[src/rtl/eq_cmp_bist_pkg.sv]
// -----------------------------------------------------------------------------
// eq_cmp_bist_pkg
// Shared definitions for the equality-comparator BIST block:
//   - state_t          : FSM state encoding (IDLE / DRIVE / SAMPLE / DONE)
//   - DEFAULT_WIDTH    : default operand width of the comparator under test
//   - DEFAULT_SETTLE   : default number of cycles each vector is driven
//                        before its response is sampled
// -----------------------------------------------------------------------------
package eq_cmp_bist_pkg;

    typedef enum logic [1:0] {
        ST_IDLE   = 2'd0,
        ST_DRIVE  = 2'd1,
        ST_SAMPLE = 2'd2,
        ST_DONE   = 2'd3
    } state_t;

    localparam int DEFAULT_WIDTH  = 4;
    localparam int DEFAULT_SETTLE = 1;

endpackage : eq_cmp_bist_pkg

[src/rtl/eq_golden.sv]
// -----------------------------------------------------------------------------
// eq_golden
// Combinational reference equality function used by the BIST to compute the
// response the comparator under test is expected to give.
// Ports:
//   a [WIDTH-1:0] : operand A
//   b [WIDTH-1:0] : operand B
//   c             : 1 when a == b
// -----------------------------------------------------------------------------
module eq_golden #(
    parameter int WIDTH = 4
) (
    input  logic [WIDTH-1:0] a,
    input  logic [WIDTH-1:0] b,
    output logic             c
);

    assign c = (a == b);

endmodule : eq_golden

[src/rtl/eq_cmp_bist.sv]
// -----------------------------------------------------------------------------
// eq_cmp_bist
// Exhaustive built-in self test for an external WIDTH-bit equality comparator.
// Every (A,B) pair is driven in order A=0,B=0 .. A=max,B=max. Each vector is
// held SETTLE cycles (DRIVE) plus one cycle (SAMPLE); at the edge ending SAMPLE
// the comparator response c_in is checked against the golden model.
// Ports:
//   clk, rst              : clock, synchronous active-high reset
//   start                 : begin a run (honoured in IDLE or DONE only)
//   a_out, b_out          : operands driven to the comparator under test
//   c_in                  : equality response from the comparator under test
//   busy                  : run in progress (DRIVE / SAMPLE)
//   done                  : run complete (DONE), held until start or rst
//   pass                  : in DONE, high iff no mismatches were seen
//   err_count             : number of mismatching vectors
//   fail_valid            : a mismatch has been captured this run
//   fail_a, fail_b        : operands of the first mismatching vector
// -----------------------------------------------------------------------------
module eq_cmp_bist
    import eq_cmp_bist_pkg::*;
#(
    parameter int WIDTH  = DEFAULT_WIDTH,
    parameter int SETTLE = DEFAULT_SETTLE
) (
    input  logic                 clk,
    input  logic                 rst,
    input  logic                 start,
    output logic [WIDTH-1:0]     a_out,
    output logic [WIDTH-1:0]     b_out,
    input  logic                 c_in,
    output logic                 busy,
    output logic                 done,
    output logic                 pass,
    output logic [2*WIDTH:0]     err_count,
    output logic                 fail_valid,
    output logic [WIDTH-1:0]     fail_a,
    output logic [WIDTH-1:0]     fail_b
);

    localparam int IDX_W = 2 * WIDTH;
    localparam int ERR_W = 2 * WIDTH + 1;
    // Settle counter only needs to reach SETTLE-1; keep at least one bit.
    localparam int CNT_W = (SETTLE > 1) ? $clog2(SETTLE) : 1;

    localparam logic [CNT_W-1:0] SETTLE_LAST = CNT_W'(SETTLE - 1);
    localparam logic [IDX_W-1:0] IDX_LAST    = '1;

    state_t             state_q, state_d;
    logic [IDX_W-1:0]   idx_q, idx_d;
    logic [CNT_W-1:0]   cnt_q, cnt_d;
    logic [ERR_W-1:0]   err_q, err_d;
    logic               fail_valid_q, fail_valid_d;
    logic [WIDTH-1:0]   fail_a_q, fail_a_d;
    logic [WIDTH-1:0]   fail_b_q, fail_b_d;

    logic               exp_c;
    logic               launch;
    logic               mismatch;

    // Operands come straight from the vector index: A is the upper half so
    // B sweeps fastest.
    assign a_out = idx_q[IDX_W-1:WIDTH];
    assign b_out = idx_q[WIDTH-1:0];

    eq_golden #(
        .WIDTH (WIDTH)
    ) u_golden (
        .a (a_out),
        .b (b_out),
        .c (exp_c)
    );

    assign launch   = ((state_q == ST_IDLE) || (state_q == ST_DONE)) && start;
    assign mismatch = (c_in != exp_c);

    // ------------------------------------------------------------------
    // State register (and datapath registers)
    // ------------------------------------------------------------------
    always_ff @(posedge clk) begin
        if (rst) begin
            state_q      <= ST_IDLE;
            idx_q        <= '0;
            cnt_q        <= '0;
            err_q        <= '0;
            fail_valid_q <= 1'b0;
            fail_a_q     <= '0;
            fail_b_q     <= '0;
        end else begin
            state_q      <= state_d;
            idx_q        <= idx_d;
            cnt_q        <= cnt_d;
            err_q        <= err_d;
            fail_valid_q <= fail_valid_d;
            fail_a_q     <= fail_a_d;
            fail_b_q     <= fail_b_d;
        end
    end

    // ------------------------------------------------------------------
    // Next-state logic
    // ------------------------------------------------------------------
    always_comb begin
        state_d = state_q;
        unique case (state_q)
            ST_IDLE, ST_DONE: begin
                if (start) state_d = ST_DRIVE;
            end
            ST_DRIVE: begin
                if (cnt_q == SETTLE_LAST) state_d = ST_SAMPLE;
            end
            ST_SAMPLE: begin
                state_d = (idx_q == IDX_LAST) ? ST_DONE : ST_DRIVE;
            end
            default: state_d = ST_IDLE;
        endcase
    end

    // ------------------------------------------------------------------
    // Datapath next values: vector index, settle counter, result capture
    // ------------------------------------------------------------------
    always_comb begin
        idx_d        = idx_q;
        cnt_d        = cnt_q;
        err_d        = err_q;
        fail_valid_d = fail_valid_q;
        fail_a_d     = fail_a_q;
        fail_b_d     = fail_b_q;

        if (launch) begin
            idx_d        = '0;
            cnt_d        = '0;
            err_d        = '0;
            fail_valid_d = 1'b0;
            fail_a_d     = '0;
            fail_b_d     = '0;
        end else if (state_q == ST_DRIVE) begin
            cnt_d = (cnt_q == SETTLE_LAST) ? '0 : cnt_q + 1'b1;
        end else if (state_q == ST_SAMPLE) begin
            if (mismatch) begin
                err_d = err_q + 1'b1;
                // Only the first mismatching vector of a run is recorded.
                if (!fail_valid_q) begin
                    fail_valid_d = 1'b1;
                    fail_a_d     = a_out;
                    fail_b_d     = b_out;
                end
            end
            // The last index is held in DONE so the operands stay stable.
            if (idx_q != IDX_LAST) idx_d = idx_q + 1'b1;
        end
    end

    // ------------------------------------------------------------------
    // Output logic
    // ------------------------------------------------------------------
    always_comb begin
        busy = (state_q == ST_DRIVE) || (state_q == ST_SAMPLE);
        done = (state_q == ST_DONE);
        pass = (state_q == ST_DONE) && (err_q == '0);
    end

    assign err_count  = err_q;
    assign fail_valid = fail_valid_q;
    assign fail_a     = fail_a_q;
    assign fail_b     = fail_b_q;

endmodule : eq_cmp_bist

[config.mk]
export PLATFORM = sky130hd
export DESIGN_NAME = eq_cmp_bist
export DESIGN_NICKNAME = d
export VERILOG_FILES = /design/src/rtl/eq_cmp_bist_pkg.sv /design/src/rtl/eq_golden.sv /design/src/rtl/eq_cmp_bist.sv
export SDC_FILE = /design/constraint.sdc
export NUM_CORES = 1
export LEC_CHECK = 0
export BUFFER_PORTS_ARGS = -buffer_cell sky130_fd_sc_hd__buf_2
export CAP_MARGIN = 15
export CELL_PAD_IN_SITES_DETAIL_PLACEMENT = 2
export CELL_PAD_IN_SITES_GLOBAL_PLACEMENT = 2
export CORE_UTILIZATION = 30
export CTS_CLUSTER_SIZE = 8
export DETAILED_ROUTE_END_ITERATION = 8
export GPL_TIMING_DRIVEN = 0
export PLACE_DENSITY_LB_ADDON = 0.3
export REMOVE_ABC_BUFFERS = 1
export SETUP_SLACK_MARGIN = 0.2
export SYNTH_ARGS = -nofsm -noshare
export SYNTH_HDL_FRONTEND = slang
export SYNTH_SLANG_ARGS = --single-unit
[constraint.sdc]
create_clock -name clk -period 2.2 [get_ports clk]
set_input_delay 0.11 -clock clk [delete_from_list [all_inputs] [get_ports clk]]
set_output_delay 0.11 -clock clk [all_outputs]
set_load 0.05 [all_outputs]
==> run metrics <==
Yosys cell types 38; H-tree depth 1; worst-skew pair later-pin latency 280 ps; MaxCap Viol Count 0; Fin. Hold Viols 0; initial antenna violation count 0; Mapped Area ~0.0016 mm2; first-pass GRT wire length roughly 7000 um; via count between 1000 and 1500; RSZ-0062 raised after global routing false; CP startpoint kind flip-flop; Post-Syn Area per Cell slightly below 9 um2; DRT antenna net count 0; Slew headroom between 60% and 70%; Area after DPL roughly 0.0018 mm2; post-synthesis compound-gate area fraction 8.41%; DR DRC count 0; root buf cell clkbuf_8; nets roughly 230; synth warn 0; ratio of cells with drive above 1 in the final layout between 20% and 30%; clock slew at reported path FFs 100 ps; Peak supply drop around 0.57 mV; Hold Path Depth 2; row count 26; vias in the first global route 1336; die area around 0.0058 mm2; worst path required time roughly 2400 ps; reg-to-reg startpoint state_q[1]$_SDFFE_PP0P_; IO Pins 33; leak pwr around 0.9 nW; pin count of the biggest net entering global routing 19; final setup fails 0; Hold Crit Class input port to flip-flop; mux contribution to synthesized area 16.8%; post-route cell area 0.00198 mm2; Starting Density a little under a third; die width 75.9 um; Vias/cell between 5 and 6; status complete, no violations; largest family of logic cells by synthesized area simple AND/OR/NAND/NOR gates; CTS tree yes; Slew @ Worst Pin 577 ps; Detailed Route WL roughly 4500 um; sequential share of the synthesized area 34.3%; crit end category flip-flop; r2r setup slk 290 ps; Non-Filler Instances around 290; cell area power density 832 mW/mm2; die height between 70 and 80 um; cell count after synthesis about 180; Final Wtd Congestion about 0.71; minimum clock period ~1900 ps; core footprint around 0.0052 mm2; gr usage total 16.1%; top fanout value on the critical path 7; initial DRC count 60; wire per inst 15.7 um; reg2reg end err_count[6]$_SDFFE_PP0P_; Area Overhead vs Synth 20.9%; cts bufs inserted 3; critical path type flip-flop to flip-flop; GRT overflow 0; Synth Area in XOR/XNOR around 3.2%; DR pass1 iterations 4; crit share post-route 86.7%; Clock Sinks 28; Hold Path End state_q[1]$_SDFFE_PP0P_; Synth Register Bits 28; CTS Buffer Depth 2; Reg2Reg Depth 6; fmax roughly 520 MHz; Fin Setup TNS 0 ps; Antenna Cells 0; crit path DAT approximately 2100 ps; Fill cells roughly 580; Design Power between 1.5 and 2 mW; Post-DP HPWL roughly 3000 um; area share of and/or/nand/nor cells after synthesis between 20 and 30%; HP Start rst; final slew viol count 0; placed insts roughly 280; Clock Skews around 3.9 ps; Adder-Cell Fraction of Synth Area under 10%; number of I/O port buffers 32
[registers in the layout, summed over array words and instances, names as in the netlist]
name	count
err_count	9
state_q	2
idx_q	8
fail_a	4
fail_b	4
fail_valid	1
[cell usage in the layout (no fill, tap or decap), drive strengths merged, types with 2 or more instances in the layout]
master  synthesis  layout
and4b           3       3
a31o            3       3
nor2b           2       2
nand3           2       2
mux2i          26      26
inv             7       7
nor2            8       8
dfxtp          28      28
nand4           5       5
clkbuf          2       3
ha              8       8
a21oi           5       6
xor2            4       4
nand4b          3       3
nand2b         10      10
nand2          32      32
o21ai           2       2
a41o            2       2
buf             7      37
xnor2           2       2
nor4            3       3
and2            2       2
and3            4       4
a31oi           3       3
[metrics by stage]
step	utilization (%)	hold slack (ps)	setup slack, ps
after global routing	38.3	143	79.1
after global placement	35.3	329	-1310
after detailed placement	35.6	372	-169
final	38.3	122	293
after floorplan	-	182	-380
after CTS	37.5	108	229
[cells by family (layout without fill, tap and decap cells)]
group                      count (synthesis)  after routing
AOI/OAI and AO/OA                         19             20
xor gates and xnor gates                   6              6
adders and majority gates                  8              8
buffers and inverters                     16             48
DFF                                       28             28
muxes                                     27             27
and+or+nand+nor                           79             79
[worst max path at each step]
| stage | startpoint | to | slack, ps | cells after the start |
|---|---|---|---|---|
| floorplan | state_q[0]$_SDFFE_PP0P_ | idx_q[7]$_SDFFE_PP0P_ | -380 | 6 |
| global placement | state_q[0]$_SDFFE_PP0P_ | idx_q[4]$_SDFFE_PP0P_ | -1310 | 6 |
| detailed placement | idx_q[3]$_SDFFE_PP0P_ | err_count[1]$_SDFFE_PP0P_ | -170 | 5 |
| CTS | state_q[0]$_SDFFE_PP0P_ | idx_q[4]$_SDFFE_PP0P_ | 230 | 6 |
| global route | state_q[1]$_SDFFE_PP0P_ | err_count[6]$_SDFFE_PP0P_ | 80 | 6 |
| finish | state_q[1]$_SDFFE_PP0P_ | err_count[6]$_SDFFE_PP0P_ | 290 | 6 |
[cell usage after synthesis]
library cell,n,area share [%]
a311oi_1,1,0.54
nand4_1,5,1.9
a21oi_1,5,1.5
nor3b_1,1,0.46
clkbuf_1,2,0.46
buf_6,3,2.1
nor4_1,2,0.76
nand2_1,32,7.3
nor2_1,8,1.8
a211oi_1,1,0.46
nor2b_1,2,0.76
mux2_4,1,0.92
xor2_1,4,2.1
ha_1,8,6.1
xnor2_1,2,1.1
o21ai_0,2,0.61
and2_1,2,0.76
nand3_1,2,0.61
o21a_1,1,0.46
dfxtp_1,28,34
nor3_1,1,0.31
nor4bb_1,1,0.61
buf_2,3,0.92
a31o_2,3,1.6
nor4_2,1,0.76
a31oi_2,1,0.76
a41o_1,2,1.2
a21o_1,1,0.46
mux2i_1,26,16
nand2b_1,10,3.8
and4b_1,3,1.8
and3_1,4,1.5
a31oi_1,2,0.76
nand4b_1,3,1.6
buf_1,1,0.23
inv_1,7,1.6
and4_1,1,0.54
nand3b_1,1,0.46
[area by class of cell]
cell class              count  area, um2  share of cell area, %
clock buffers               3       41.3                   2.09
clock inverters             1       30.0                   1.52
inverters                   7       26.3                   1.33
multi-input cells         140       1040                   52.3
flip-flops and latches     28        561                   28.3
well taps                  70       87.6                   4.42
repair buffers             37        198                   9.99
[critical path, stage by stage (launching register included)]
cell      delay [ps]
dfxtp_1          390
inv_1             90
ha_1             270
nor4bb_1         570
nand2_1          120
mux2i_1          200
mux2i_1          200
[repair_timing]
item | in CTS | in global routing
gates resized for setup | 1 | 3
cloned | 1 | 0
setup buffers | 1 | 3
pin swaps | 2 | 1
hold buffers | 0 | 0
setup endpoints to repair | 21 | 16
[where the power goes]
part / switching [mW] / internal (mW) / total (mW) / leakage (nW)
Combinational: 0.431 / 0.222 / 0.653 / 0.642
Clock: 0.182 / 0.244 / 0.426 / 0.0357
Sequential: 0.0358 / 0.532 / 0.568 / 0.226
Total: 0.649 / 0.998 / 1.65 / 0.903
[per-layer routing]
metal,vias up,track usage [%],share of wire (%)
li1,712,-,-
met1,714,22.8,50
met2,18,25.8,46
met3,4,1.98,2.1
met4,0,4.32,0.91
met5,-,0,0
Power figures use the tool's default switching activity.
